<file path="src/rtl/pattern_sweep_gen.sv">
// Valid/ready stimulus source sweeping IN_W-bit vectors in counter or Galois-LFSR order.
// Optional response signature (MISR) enabled by defining PATTERN_SWEEP_MISR_EN.
module pattern_sweep_gen #(
  parameter int              IN_W      = 11,
  parameter int              OUT_W     = 16,
  parameter logic [IN_W-1:0] LFSR_POLY = 11'h500,
  parameter logic [IN_W-1:0] SEED      = 11'h001
) (
  input  logic             clk,
  input  logic             rst,
  input  logic             start,
  input  logic             mode,
  input  logic [IN_W:0]    num_vec,
  output logic [IN_W-1:0]  vec_data,
  output logic             vec_valid,
  input  logic             vec_ready,
  output logic [IN_W:0]    vec_idx,
  output logic             busy,
`ifdef PATTERN_SWEEP_MISR_EN
  input  logic [OUT_W-1:0] resp_data,
  input  logic             resp_valid,
  output logic [OUT_W-1:0] signature,
`endif
  output logic             done
);

  typedef enum logic [1:0] {
    ST_IDLE = 2'd0,
    ST_RUN  = 2'd1,
    ST_DONE = 2'd2
  } state_t;

  localparam logic [IN_W-1:0] VEC_ZERO = {IN_W{1'b0}};
  localparam logic [IN_W-1:0] VEC_ONE  = {{(IN_W-1){1'b0}}, 1'b1};
  localparam logic [IN_W:0]   CNT_ZERO = {(IN_W+1){1'b0}};
  localparam logic [IN_W:0]   CNT_ONE  = {{IN_W{1'b0}}, 1'b1};
  // Full-space counts: every code for the counter, every nonzero code for the LFSR.
  localparam logic [IN_W:0]   CNT_FULL  = {1'b1, {IN_W{1'b0}}};
  localparam logic [IN_W:0]   LFSR_FULL = {1'b0, {IN_W{1'b1}}};
  localparam logic [IN_W-1:0] SEED_EFF  = (SEED == VEC_ZERO) ? VEC_ONE : SEED;

  state_t          state_r;
  logic            mode_r;
  logic [IN_W:0]   remaining_r;

  function automatic logic [IN_W-1:0] lfsr_next(input logic [IN_W-1:0] s);
    lfsr_next = (s >> 1) ^ (s[0] ? LFSR_POLY : VEC_ZERO);
  endfunction

  // Sweep FSM with registered handshake and status outputs.
  always_ff @(posedge clk) begin
    if (rst) begin
      state_r     <= ST_IDLE;
      mode_r      <= 1'b0;
      remaining_r <= CNT_ZERO;
      vec_data    <= VEC_ZERO;
      vec_valid   <= 1'b0;
      vec_idx     <= CNT_ZERO;
      busy        <= 1'b0;
      done        <= 1'b0;
    end else begin
      case (state_r)
        ST_IDLE: begin
          done <= 1'b0;
          if (start) begin
            mode_r <= mode;
            if (num_vec == CNT_ZERO) begin
              remaining_r <= mode ? LFSR_FULL : CNT_FULL;
            end else begin
              remaining_r <= num_vec;
            end
            vec_data  <= mode ? SEED_EFF : VEC_ZERO;
            vec_idx   <= CNT_ZERO;
            vec_valid <= 1'b1;
            busy      <= 1'b1;
            state_r   <= ST_RUN;
          end
        end
        ST_RUN: begin
          if (vec_ready) begin
            remaining_r <= remaining_r - CNT_ONE;
            // Final transfer: leave data/index on the last vector, no wrap.
            if (remaining_r == CNT_ONE) begin
              vec_valid <= 1'b0;
              done      <= 1'b1;
              state_r   <= ST_DONE;
            end else begin
              vec_data <= mode_r ? lfsr_next(vec_data) : (vec_data + VEC_ONE);
              vec_idx  <= vec_idx + CNT_ONE;
            end
          end
        end
        ST_DONE: begin
          done    <= 1'b0;
          busy    <= 1'b0;
          state_r <= ST_IDLE;
        end
        default: begin
          state_r   <= ST_IDLE;
          vec_valid <= 1'b0;
          busy      <= 1'b0;
          done      <= 1'b0;
        end
      endcase
    end
  end

`ifdef PATTERN_SWEEP_MISR_EN
  localparam logic [OUT_W-1:0] MISR_POLY = 16'h1021;
  localparam logic [OUT_W-1:0] SIG_ZERO  = {OUT_W{1'b0}};

  function automatic logic [OUT_W-1:0] misr_next(input logic [OUT_W-1:0] sig,
                                                  input logic [OUT_W-1:0] resp);
    misr_next = ((sig << 1) ^ (sig[OUT_W-1] ? MISR_POLY : SIG_ZERO)) ^ resp;
  endfunction

  // Response signature: cleared by an accepted start, compacts responses while busy.
  always_ff @(posedge clk) begin
    if (rst) begin
      signature <= SIG_ZERO;
    end else if (state_r == ST_IDLE) begin
      if (start) begin
        signature <= SIG_ZERO;
      end
    end else if (resp_valid) begin
      signature <= misr_next(signature, resp_data);
    end
  end
`endif

endmodule

</file>
<file path="config.mk">
export PLATFORM = sky130hd
export DESIGN_NAME = pattern_sweep_gen
export DESIGN_NICKNAME = d
export VERILOG_FILES = /design/src/rtl/pattern_sweep_gen.sv
export SDC_FILE = /design/constraint.sdc
export NUM_CORES = 1
export LEC_CHECK = 0
export BUFFER_PORTS_ARGS = -buffer_cell sky130_fd_sc_hd__buf_2
export CORE_MARGIN = 2
export CORE_UTILIZATION = 40
export DETAILED_ROUTE_END_ITERATION = 8
export SETUP_SLACK_MARGIN = 0.3
export SYNTH_ARGS = -nofsm -noshare
export SYNTH_HDL_FRONTEND = slang
export SYNTH_SLANG_ARGS = --single-unit
</file>
<file path="constraint.sdc">
create_clock -name clk -period 5.2 [get_ports clk]
set_input_delay 1.56 -clock clk [delete_from_list [all_inputs] [get_ports clk]]
set_output_delay 1.56 -clock clk [all_outputs]
set_load 0.01 [all_outputs]
</file>
### After elaboration in Yosys (flattened, before gate mapping)

Cells that the tools add are included.

* word-level logic and storage cells: 57
* register bits: 41
* latch bits: 0
* memories: 0
* bits of input ports: 17
* memory bits (read-only): 0
* memory bits (writable): 0

* bitwise operators: 3
* add/subtract/negate cells: 3
* multiplexer cells: 25
* divide/modulo/power cells: 0
* $mul: 0
* reduce and logical (&&, ||, !) cells: 11
* shifts and indexed selects: 0
* equal/unequal tests: 7
* $lt $le $gt $ge: 0

Operators by type and width (count)
* two-way mux 12 bit: 7
* two-way mux 11 bit: 5
* case mux 12 bit (2 select lines): 2
* case mux 11 bit (2 select lines): 1
* adder 12 x 1 -> 12 bit, second input constant: 1
* == test 12 x 1 -> 1 bit, second input constant: 1
* logical NOT 12 bit: 1
* subtractor 12 x 1 -> 12 bit, second input constant: 1
* adder 11 x 1 -> 11 bit, second input constant: 1
* bitwise XOR 10 x 11 -> 11 bit: 1
* inequality test 2 bit, second input constant: 4
* AND reduction 4 bit: 2
* two-way mux 2 bit: 3
* AND reduction 2 bit: 3
* AND reduction 3 bit: 2
* two-way mux 1 bit: 4
* case mux 2 bit (2 select lines): 1
* case mux 1 bit (3 select lines): 1
* == test 2 x 1 -> 1 bit, second input constant: 1
* == test 2 bit, second input constant: 1
* logical NOT 2 bit: 1
* inverter 1 bit: 2
* case mux 1 bit (2 select lines): 1
* nonzero test 2 bit: 1
* OR reduction 2 bit: 1

### Logic depth before layout (Yosys ltp)

Gate-level depths: netlist of the first run.

* depth in word-level cells: 6
* depth in mapped cells: 8
* gate-level depth less buffers: 6

### Least setup slack after synthesis of the first run

OpenSTA, ideal clock, no wires.

* path type: input to register
* from: in num_vec[3]
* to: reg remaining_r[9]
* path slack: 2154 ps
* buffers on the path: 0
* stages on the path: 4
* arrival time: 2943 ps
* setup time: 103 ps
* data required time: 5097 ps
* path through: or4_4 > o41ai_4 > nor2_2 > a2111oi_2

* longest elaborated chain between the ends: 4

Ends and longest elaborated chain
* start, declared: line 13 `input logic [IN_W:0] num_vec,`
* logical NOT 12 bit: line 67 `if (num_vec == CNT_ZERO) begin`
* two-way mux 12 bit: line 67
* two-way mux 12 bit: line 65 `if (start) begin`
* case mux 12 bit (2 select lines): line 62 `case (state_r)`
* end signal, assigned: line 68 `remaining_r <= mode ? LFSR_FULL : CNT_FULL;`
* end signal, assigned: line 70 `remaining_r <= num_vec;`
* end signal, assigned: line 81 `remaining_r <= remaining_r - CNT_ONE;`
* end, declared: line 44 `logic [IN_W:0] remaining_r;`

Every way passes these cells. The select of a mux whose other input is x is not followed.
A chain may end at the register's enable or synchronous reset.

### Final worst setup path of the first run

* from: in num_vec[3]
* to: reg remaining_r[1]

The elaborated chain is that of the path after synthesis.

==> results of run 1 <==
-- worst max-delay path: stages --
cell and delay, ps:
buf_2 100, or4_4 580, o41ai_4 520, nor2_1 120, a2111oi_2 290
-- through the flow --
step | setup WS (ps) | power, mW
2_1_floorplan | 2150 | 0.444
3_3_place_gp | 1960 | 0.479
3_5_place_dp | 1900 | 0.480
4_1_cts | 2190 | 0.693
5_1_grt | 2070 | 0.720
6_report | 2210 | 0.686
-- routing by layer --
metal	share of wire, %	track usage [%]	routed length (um)
met4	0.96	6.50	59
met1	48	25.4	2920
met2	47	31.0	2890
met3	4.4	3.96	270
met5	0	0	0
-- kinds of logic (layout without fill, tap and decap cells) --
logic type | count (synthesis) | in the layout | synth area share, %
buf+inv | 28 | 63 | 4.72
xor+xnor | 5 | 5 | 1.82
simple gates | 119 | 119 | 28.5
compound gates | 81 | 81 | 25.5
mux | 8 | 8 | 3.37
flops | 41 | 41 | 34.0
fa+ha+maj | 4 | 4 | 2.07
-- layout by cell type (no fill, tap or decap), types with 7 or more instances in the layout --
master and n:
o21ai_0 15, nor3_1 15, or4_1 8, mux2i_1 7, nor2_1 18, nand4_1 11, buf_2 42, dfxtp_1 41
inv_1 11, a21oi_1 19, nand2_1 15, nor4_1 7, nand3_1 12
-- worst max-delay path by stage --
stage                     end  cells past startpoint  startpoint
5_1_grt           vec_data[5]                      5         rst
3_3_place_gp   remaining_r[9]                      5  num_vec[3]
2_1_floorplan  remaining_r[9]                      4  num_vec[3]
6_report       remaining_r[1]                      5  num_vec[3]
4_1_cts        remaining_r[1]                      5  num_vec[3]
3_5_place_dp   remaining_r[1]                      5  num_vec[3]
-- power by group through the flow --
stage / logic [mW] / clock network, mW / registers (mW)
floorplan: 0.0938 / 0 / 0.350
global placement: 0.123 / 0 / 0.356
detailed placement: 0.123 / 0 / 0.356
CTS: 0.124 / 0.220 / 0.349
global route: 0.136 / 0.232 / 0.352
finish: 0.123 / 0.213 / 0.350
-- area by class of cell --
class | instances | area share [%]
sequential | 41 | 29.9
tap | 75 | 3.41
multi-input combinational | 217 | 53.8
timing repair buffer | 44 | 8.19
inverter | 12 | 1.64
clock buffer | 7 | 3.14
-- sequential cells by signal (all words and copies together), names as in the netlist --
name,cells
vec_valid,1
mode_r,1
vec_data,11
busy,1
remaining_r,12
state_r,2
vec_idx,12
done,1
==> results.toml, run 1 <==
[run_status]
outcome = "finished, final reports clean"

[global_route]
grt_pass1_wl_mm = 9.97
grtUsageTotal_pct = 19.1
gr-total-overflow = 0
grt_pass1_vias = 2061
grt_start_max_net_pins = 31
antenna_found_initial = 0

[pwr]
leakage_nw = 1.04
netSwitchingPower_mw = 0.202
p_seq_share_pct = 51.0
ir_drop_mv = 0.121
clkPwrFrac_pct = 31.0
combPwrFrac_pct = 18.0
internal-power_mw = 0.483
p_sw_share_pct = 29.5
powerDensity_nw_per_um2 = 249

[floorplan]
initial_core_util_pct = 41.0
ios = 43
die_area_um2 = 6670
die_h_um = 81.7
num_rows = 28
design.core.area_um2 = 5890
die-width_um = 81.7

[cts]
cts-buffers-inserted = 5
cts_hold_buffers = 0
cts_resized = 0
root_buffer = "clkbuf_8"
clk_path_buf_depth = 2
worstSkewPairLatency_ps = 290
cts_tree = "built"
htree_levels = 2
clock-sinks = 41
post_cts_buffers = 0
clkTransAtPathRegs_ps = 80

[detailed_routing]
vias = 2349
wirelength_mm = 6.14
vias_per_cell = 5.93
post_drt_wl_per_cell_um = 15.5
antenna_left = 0
initialDrtViolationCount = 140
firstDrtPassIters = 4
drc_errors = 0

[sta]
finalClockSkew_ps = 5.10
fmax_ghz = 0.334
final_max_slew_viol_count = 0
min_period_ps = 2990
slew_headroom_pct = 26.4
setup_viol = 0
worst_slew_pin_slew_ps = 1090
period_share_pct = 57.5
setup_tns_ps = 0
finalHoldViolations = 0
rsz0062_at_grt = "no"
fin_hold_ws_ps = 468

[placed_design]
placed_cell_area_um2 = 2660
gp_congestion = 0.785
io_buffers = 42
place_hpwl_mm = 4.34
dp_cells = 389

[synthesis]
syn_nets = 307
ys_seq_elements = 41
synth.most_common_cell = "dfxtp_1"
synth_common_cells = "41 x dfxtp_1, 19 x a21oi_1, 18 x nor2_1"
synth_top_cell_area_share_pct = 34.0
yosys.area.top_type = "dfxtp_1"
ys_types = 59
synth_area_leaders = "dfxtp_1 34%, a21oi_1 3.9%, nor3_1 3.1%"
seq_area_frac_synth_pct = 34.0
synth-main-ff-cell = "dfxtp_1"
postSynthCellCount = 286
syn_area_um2 = 2410
ys_async_sr_fraction_pct = 0
synth_edf_count = 0
syn_area_per_cell_um2 = 8.43
ys_warn_count = 0

[final_layout]
final_cells = 396
drive_above_1_share_pct = 20.9
diodes = 0
post-route-util_pct = 46.7
final_area_um2 = 2750
multi_input_area_um2 = 1480
final_nets = 342
areaGrowthSynthToFinish_pct = 14.0
regArea_um2 = 821
fillCellCount = 602

[min_path]
hold_path_class = "flop to flop"
hp-start = "done"
hold_path_depth = 2
holdPathEnd = "done"

[flow_run]
drv_cap = 0

[setup_path]
r2r_start = "remaining_r[4]"
cp_max_fo = 6
r2r_setup_slack_ps = 2670
critPathCaptureType = "flop"
r2r-end = "vec_data[4]"
worst-setup-path-type = "input pin to flop"
critPathArrivalTime_ps = 3180
worstPathRequired_ps = 5390
startpoint_type = "input pin"
reg2reg_depth = 4
Note: power is estimated with default switching activity, not from simulation.
==> run 2, diff against run 1 <==
- clock period: 5.2 -> 2.6 ns (I/O delays scaled with it)
==> results.toml, run 2 (synthesis gave the netlist of run 1 again) <==
[run_status]
outcome = "finished, final reports clean"

[detailed_routing]
wirelength_mm = 6.12
drc_errors = 0
vias_per_cell = 5.83
initialDrtViolationCount = 179
vias = 2360
firstDrtPassIters = 4
antenna_left = 0
post_drt_wl_per_cell_um = 15.1

[setup_path]
cp_max_fo = 5
worst-setup-path-type = "input pin to flop"
worstPathRequired_ps = 2800
startpoint_type = "input pin"
critPathCaptureType = "flop"
critPathArrivalTime_ps = 2360

[placed_design]
place_hpwl_mm = 4.36
io_buffers = 42
gp_congestion = 0.786
place_ws_ps = 87.7

[global_route]
grtUsageTotal_pct = 19.5
grt_pass1_wl_mm = 10.2
grt_start_max_net_pins = 23
grt_pass1_vias = 2076
antenna_found_initial = 0
gr-total-overflow = 0

[floorplan]
num_rows = 28
die_area_um2 = 6670
initial_core_util_pct = 41.0
die-width_um = 81.7
design.core.area_um2 = 5890
ios = 43
die_h_um = 81.7

[min_path]
hold_path_class = "flop to flop"

[sta]
finalClockSkew_ps = 11.3
min_period_ps = 2160
worst_slew_pin_slew_ps = 728
slew_headroom_pct = 51.2
setup_viol = 0
finalHoldViolations = 0
fmax_ghz = 0.462
period_share_pct = 83.3
fin_hold_ws_ps = 468
finalWorstSetupSlack_ps = 435
rsz0062_at_grt = "no"
setup_tns_ps = 0
final_max_slew_viol_count = 0

[final_layout]
areaGrowthSynthToFinish_pct = 17.3
fillCellCount = 597
final_common_cell = "buf_2"
layout_common_cells = "42 x buf_2, 41 x dfxtp_1, 19 x a21oi_1, 18 x nor2_1"
top_regs = "remaining_r x12, vec_idx x12, vec_data x11"
final_nets = 350
drive_above_1_share_pct = 23.6
diodes = 0

[cts]
clk_path_buf_depth = 2
root_buffer = "clkbuf_8"
cts-buffers-inserted = 5
cts_tree = "built"
clkTransAtPathRegs_ps = 80
worstSkewPairLatency_ps = 300
htree_levels = 2
clock-sinks = 41

[pwr]
power_mw = 1.44
leakage_nw = 1.09
powerDensity_nw_per_um2 = 508
ir_drop_mv = 0.280

[flow_run]
drv_cap = 0
-- run 2: routing by layer --
metal	vias up	routed length [um]	part of all wire, %	global-route usage [%]
met5	-	0	0	0
met4	0	68	1.1	5.00
met3	6	253	4.1	3.30
met2	53	2850	47	31.5
met1	1111	2940	48	26.9
li1	1190	-	-	-
-- run 2: timing repair --
action,4_1_cts,5_1_grt
resized for setup,0,1
hold buffers,0,0
endpoints found under the setup margin,0,6
buffers inserted,0,0
-- run 2: final cells by class --
cell class / instances / area, um^2 / share of cell area [%]
clock buffers: 7 / 96.3 / 3.41
clock inverters: 1 / 5.00 / 0.177
inverters: 12 / 45.0 / 1.59
multi-input cells: 217 / 1480 / 52.4
flip-flops and latches: 41 / 821 / 29.0
well taps: 75 / 93.8 / 3.32
repair buffers: 52 / 285 / 10.1
-- run 2: worst max-delay path: stages --
cell and delay [ps]:
buf_2 110, or4_4 580, o41ai_4 510, nor2_1 100, a2111oi_2 280
-- run 2: worst paths after layout --
kind	slack (ps)	from	to	cells after the start
hold reg to reg	470	done	done	2
setup / recovery	440	num_vec[3]	remaining_r[1]	5
hold / removal	470	done	done	2
setup reg to reg	510	remaining_r[1]	vec_data[9]	6
-- run 2: report_power, final --
part / total [mW] / switching [mW] / internal [mW] / leakage [nW]
clock network: 0.473 / 0.233 / 0.240 / 0.0542
logic: 0.265 / 0.152 / 0.113 / 0.702
registers: 0.700 / 0.0432 / 0.656 / 0.335
total: 1.44 / 0.428 / 1.01 / 1.09
-- run 2: per-stage QoR --
stage | utilization (%) | instances | area (um^2)
3_3_place_gp | 46.3 | 397 | 2720
4_1_cts | 48.0 | 405 | 2820
2_1_floorplan | - | 286 | 2410
6_report | 48.1 | 405 | 2830
3_5_place_dp | 46.3 | 397 | 2720
5_1_grt | 48.1 | 405 | 2830
